==> config.mk <==
export PLATFORM = sky130hd
export DESIGN_NAME = exec_sequencer
export DESIGN_NICKNAME = d
export VERILOG_FILES = /design/src/rtl/exec_sequencer.sv
export SDC_FILE = /design/constraint.sdc
export NUM_CORES = 1
export LEC_CHECK = 0
export BUFFER_PORTS_ARGS = -buffer_cell sky130_fd_sc_hd__buf_2
export CORE_AREA = 2 2 78 61
export DETAILED_ROUTE_END_ITERATION = 6
export DIE_AREA = 0 0 80 63
export GPL_ROUTABILITY_DRIVEN = 0
export PLACE_DENSITY = 0.77
export SYNTH_ARGS = -nofsm -noshare
export SYNTH_HDL_FRONTEND = slang
export SYNTH_SLANG_ARGS = --single-unit
==> constraint.sdc <==
create_clock -name clk -period 2.42 [get_ports clk]
set_input_delay 0.363 -clock clk [delete_from_list [all_inputs] [get_ports clk]]
set_output_delay 0.363 -clock clk [all_outputs]
set_load 0.005 [all_outputs]
==> src/rtl/exec_sequencer.sv <==
// Multi-cycle execution sequencer: shift-add MULT, STIN/LOUT handshakes,
// pipeline stall generation and register write-back for the pico-MIPS core.
module exec_sequencer #(
    parameter int WIDTH = 8
) (
    input  logic             clk,
    input  logic             n_reset,
    input  logic             mult_req,
    input  logic             read_in,
    input  logic             write_out,
    input  logic [WIDTH-1:0] op_a,
    input  logic [WIDTH-1:0] op_b,
    input  logic [WIDTH-1:0] sw_data,
    input  logic             sw_valid,
    output logic             sw_ack,
    input  logic             out_ready,
    output logic [WIDTH-1:0] lout_data,
    output logic             lout_valid,
    output logic             stall,
    output logic             wb_en,
    output logic [WIDTH-1:0] wb_data
);

    localparam int CNT_W = (WIDTH > 1) ? $clog2(WIDTH) : 1;
    localparam logic [CNT_W-1:0] CNT_LAST = CNT_W'(WIDTH - 1);

    typedef enum logic [2:0] {
        IDLE,
        MUL,
        IN_WAIT,
        OUT_WAIT,
        DONE
    } state_t;

    state_t           state, state_nxt;
    logic [WIDTH-1:0] a_reg;
    logic [WIDTH-1:0] b_reg;
    logic [WIDTH-1:0] acc;
    logic [CNT_W-1:0] cnt;
    logic             is_wb;

    // Modular accumulate: the low WIDTH bits are correct for signed and unsigned operands.
    function automatic logic [WIDTH-1:0] wrap_add(input logic [WIDTH-1:0] x,
                                                  input logic [WIDTH-1:0] y);
        return x + y;
    endfunction

    always_ff @(posedge clk or negedge n_reset) begin
        if (!n_reset) begin
            state <= IDLE;
        end else begin
            state <= state_nxt;
        end
    end

    always_comb begin
        state_nxt = state;
        stall     = 1'b0;
        sw_ack    = 1'b0;
        case (state)
            IDLE: begin
                stall = mult_req | read_in | write_out;
                if (mult_req) begin
                    state_nxt = MUL;
                end else if (read_in) begin
                    state_nxt = IN_WAIT;
                end else if (write_out) begin
                    state_nxt = OUT_WAIT;
                end
            end
            MUL: begin
                stall = 1'b1;
                if (cnt == CNT_LAST) begin
                    state_nxt = DONE;
                end
            end
            IN_WAIT: begin
                stall = 1'b1;
                if (sw_valid) begin
                    sw_ack    = 1'b1;
                    state_nxt = DONE;
                end
            end
            OUT_WAIT: begin
                stall = 1'b1;
                if (lout_valid && out_ready) begin
                    state_nxt = DONE;
                end
            end
            // Strobes seen here still belong to the finished instruction.
            DONE:    state_nxt = IDLE;
            default: state_nxt = IDLE;
        endcase
    end

    always_ff @(posedge clk or negedge n_reset) begin
        if (!n_reset) begin
            a_reg      <= '0;
            b_reg      <= '0;
            acc        <= '0;
            cnt        <= '0;
            is_wb      <= 1'b0;
            lout_data  <= '0;
            lout_valid <= 1'b0;
        end else begin
            case (state)
                IDLE: begin
                    if (mult_req) begin
                        a_reg <= op_a;
                        b_reg <= op_b;
                        acc   <= '0;
                        cnt   <= '0;
                        is_wb <= 1'b1;
                    end else if (read_in) begin
                        is_wb <= 1'b1;
                    end else if (write_out) begin
                        lout_data  <= op_a;
                        lout_valid <= 1'b1;
                        is_wb      <= 1'b0;
                    end
                end
                MUL: begin
                    if (b_reg[0]) begin
                        acc <= wrap_add(acc, a_reg);
                    end
                    a_reg <= a_reg << 1;
                    b_reg <= b_reg >> 1;
                    cnt   <= cnt + CNT_W'(1);
                end
                IN_WAIT: begin
                    if (sw_valid) begin
                        acc <= sw_data;
                    end
                end
                OUT_WAIT: begin
                    if (lout_valid && out_ready) begin
                        lout_valid <= 1'b0;
                    end
                end
                default: ;
            endcase
        end
    end

    assign wb_en   = (state == DONE) && is_wb;
    assign wb_data = acc;

endmodule

==> impl_results.md <==
* Status: completed
* Initial Utilization at 50.8%
* Wirelength per Cell at 15.1 um
* Static leakage at 0.00123 uW
* Pwr Density at 1370 mW/mm^2
* CTS tree: yes
* Final HPWL DP at 3.52 mm
* Total CTS buffers at 5
* Post-route cell area at 0.00256 sq mm
* Synth top area share at 45.7%
* Peak supply drop at 0.000620 V
* Critical Path Source: state[2]
* DR DRC count at 0
* Dpl ws at 0.379 ns
* Ports at 51
* Grt ovf at 0
* Relative slew slack at 28.1%
* Reg2Reg Depth at 7
* Post-CTS Repair Setup Buffers at 0
* Setup TNS at 0 ns
* # resized after CTS at 0
* CP endpoint: sw_ack
* Skew-Pair Late Insertion Delay at 0.29 ns
* F_max at 0.482 GHz
* Final slew viol count at 0
* Layout net count at 309
* Area leader, netlist: dfrtp_1
* Die ar. at 0.00504 sq mm
* Vias in the first global route at 1646
* Drt first pass iters at 4
* Cts hold-fix bufs at 0
* CORE AREA at 0.00431 sq mm
* Critical Path Source Type: register
* Routed Antenna Nets at 0
* Via Count at 1866
* Seq cells post-synth at 40
* Fin Hold WS at 0.192 ns
* Root Buffer Master: clkbuf_8
* # Max-Cap Violations at 0
* Synth unique cells at 43
* Mapped Area at 0.00219 sq mm
* Critical path class: register to primary output
* Initial antenna violation count at 0
* Most frequent cells in the layout: buf_2 (50), dfrtp_1 (40), o21ai_0 (31)
* Total Wirelength at 4.92 mm
* Final period util at 85.7%
* Worst Skew at 0.00317 ns
* Ys async rst share at 100%
* RSZ-0062 raised after global routing: false
* Synthesized net count at 260
* First-pass GRT wire length at 7.97 mm
* CTS max path bufs at 2
* Actual slew at the worst max-slew pin at 1.08 ns
* Fin. Hold Viols at 0
* Worst R2R Setup Slack at 0.36 ns
* Max FO, Critical Path at 10
* Final Power at 3510 uW
* Vias per cell at 5.74
* Worst min path class: input pin to asynchronous set/reset pin
* Die Wd at 80 um
* Placement Cell Area at 0.00248 sq mm
* EDFF count, synth at 0
* Sequential fraction of the synthesis area at 45.7%
* Number of diodes at 0
* Die Height at 63 um
* H-tree depth at 2
* Crit path arrival time at 1.71 ns
* Fraction of layout cells with a size suffix above 1 at 28.7%
* Synthesis-to-finish area growth at 16.9%
* Yosys warns at 0
* Setup violators final at 0
* Worst-path clk slew at 0.08 ns
* CP Capture Type: primary output
* Worst EP required at 2.06 ns
* Worst setup margin at 0.346 ns
* R2r startpoint: wb_data[0]
* Top cells by area, synth: dfrtp_1 (46%), o21ai_0 (7.1%), mux2_4 (5.5%)
* Drt initial violations at 145
* Most common cell after layout, fill and taps aside: buf_2
* Cell row count at 21
* Avg Inst Size Synth at 9.99 sq um
* Top FF cell, synth: dfrtp_1
* Gr usage total at 20.6%
* Post-route minimum period at 2.07 ns
* Buffers on Ports at 50
* Pin count of the biggest net entering global routing at 41
* Reg2reg end: wb_data[6]
* CTS Sinks at 40
* Mapped Cells at 219
-- logic make-up (layout without fill, tap and decap cells) --
| logic type | count (synthesis) | after routing | share of synthesized area, % |
|---|---|---|---|
| AO/OA/AOI/OAI | 82 | 82 | 23.4 |
| XOR/XNOR | 2 | 2 | 0.801 |
| adder cells (fa/ha/maj) | 10 | 10 | 6.06 |
| buffers and inverters | 17 | 66 | 3.89 |
| flip-flops | 40 | 40 | 45.7 |
| multiplexers | 11 | 11 | 7.03 |
| AND/OR/NAND/NOR | 57 | 57 | 13.0 |
-- metal layers --
layer / part of all wire [%] / up-vias / wire length, um / global-route usage, %
met2: 40 / 51 / 1960 / 26.7
met1: 54 / 902 / 2650 / 33.5
met5: 0 / - / 0 / 0
met3: 5.0 / 7 / 244 / 5.20
met4: 1.2 / 0 / 57 / 5.51
li1: - / 906 / - / -
-- area by class of cell --
type                    instances  area (sq um)
multi-input cells             162          1110
repair buffers                 54           280
clock buffers                   5          68.8
well taps                      57          71.3
clock inverters                 2          12.5
flip-flops and latches         40          1000
inverters                       5          18.8
fillers                       384          1750
-- worst min-delay path by stage --
stage	end	slack, ns	cells after the start
after floorplan	a_reg[0]	0.07	0
after global placement	is_wb	0.46	2
after detailed placement	b_reg[2]	0.47	2
after CTS	lout_data[4]	0.23	1
after global routing	a_reg[7]	0.28	1
final	lout_data[2]	0.19	1
-- power breakdown --
group	switching [uW]	internal, uW	total (uW)
clock network	227	195	422
registers	282	981	1260
logic	975	853	1830
total	1480	2030	3510
-- cells in the mapped netlist, types with 3 or more instances --
cell / n
nor3b_1: 3
a21oi_1: 7
nor2b_1: 4
a22o_1: 3
mux2_4: 8
o21ai_0: 31
nor3_1: 4
nand3_1: 3
nand2_1: 24
dfrtp_1: 40
inv_1: 4
ha_1: 9
o21ai_1: 3
a211oi_1: 4
a22oi_1: 5
nand2b_1: 3
clkbuf_1: 4
mux2_2: 3
nor2_1: 8
buf_2: 4
o22ai_1: 14
-- critical path, cell delays in order, from the launching register on --
cell      delay, ns
dfrtp_1        0.51
nand2b_1       0.26
nor2_2         0.37
and2_1         0.18
buf_2          0.10
-- through the flow --
step                instances  utilization [%]
floorplan                 219                -
global placement          318             57.5
detailed placement        318             57.5
CTS                       325             59.4
global route              325             59.4
finish                    325             59.4
(Power assumes the default switching activity.)
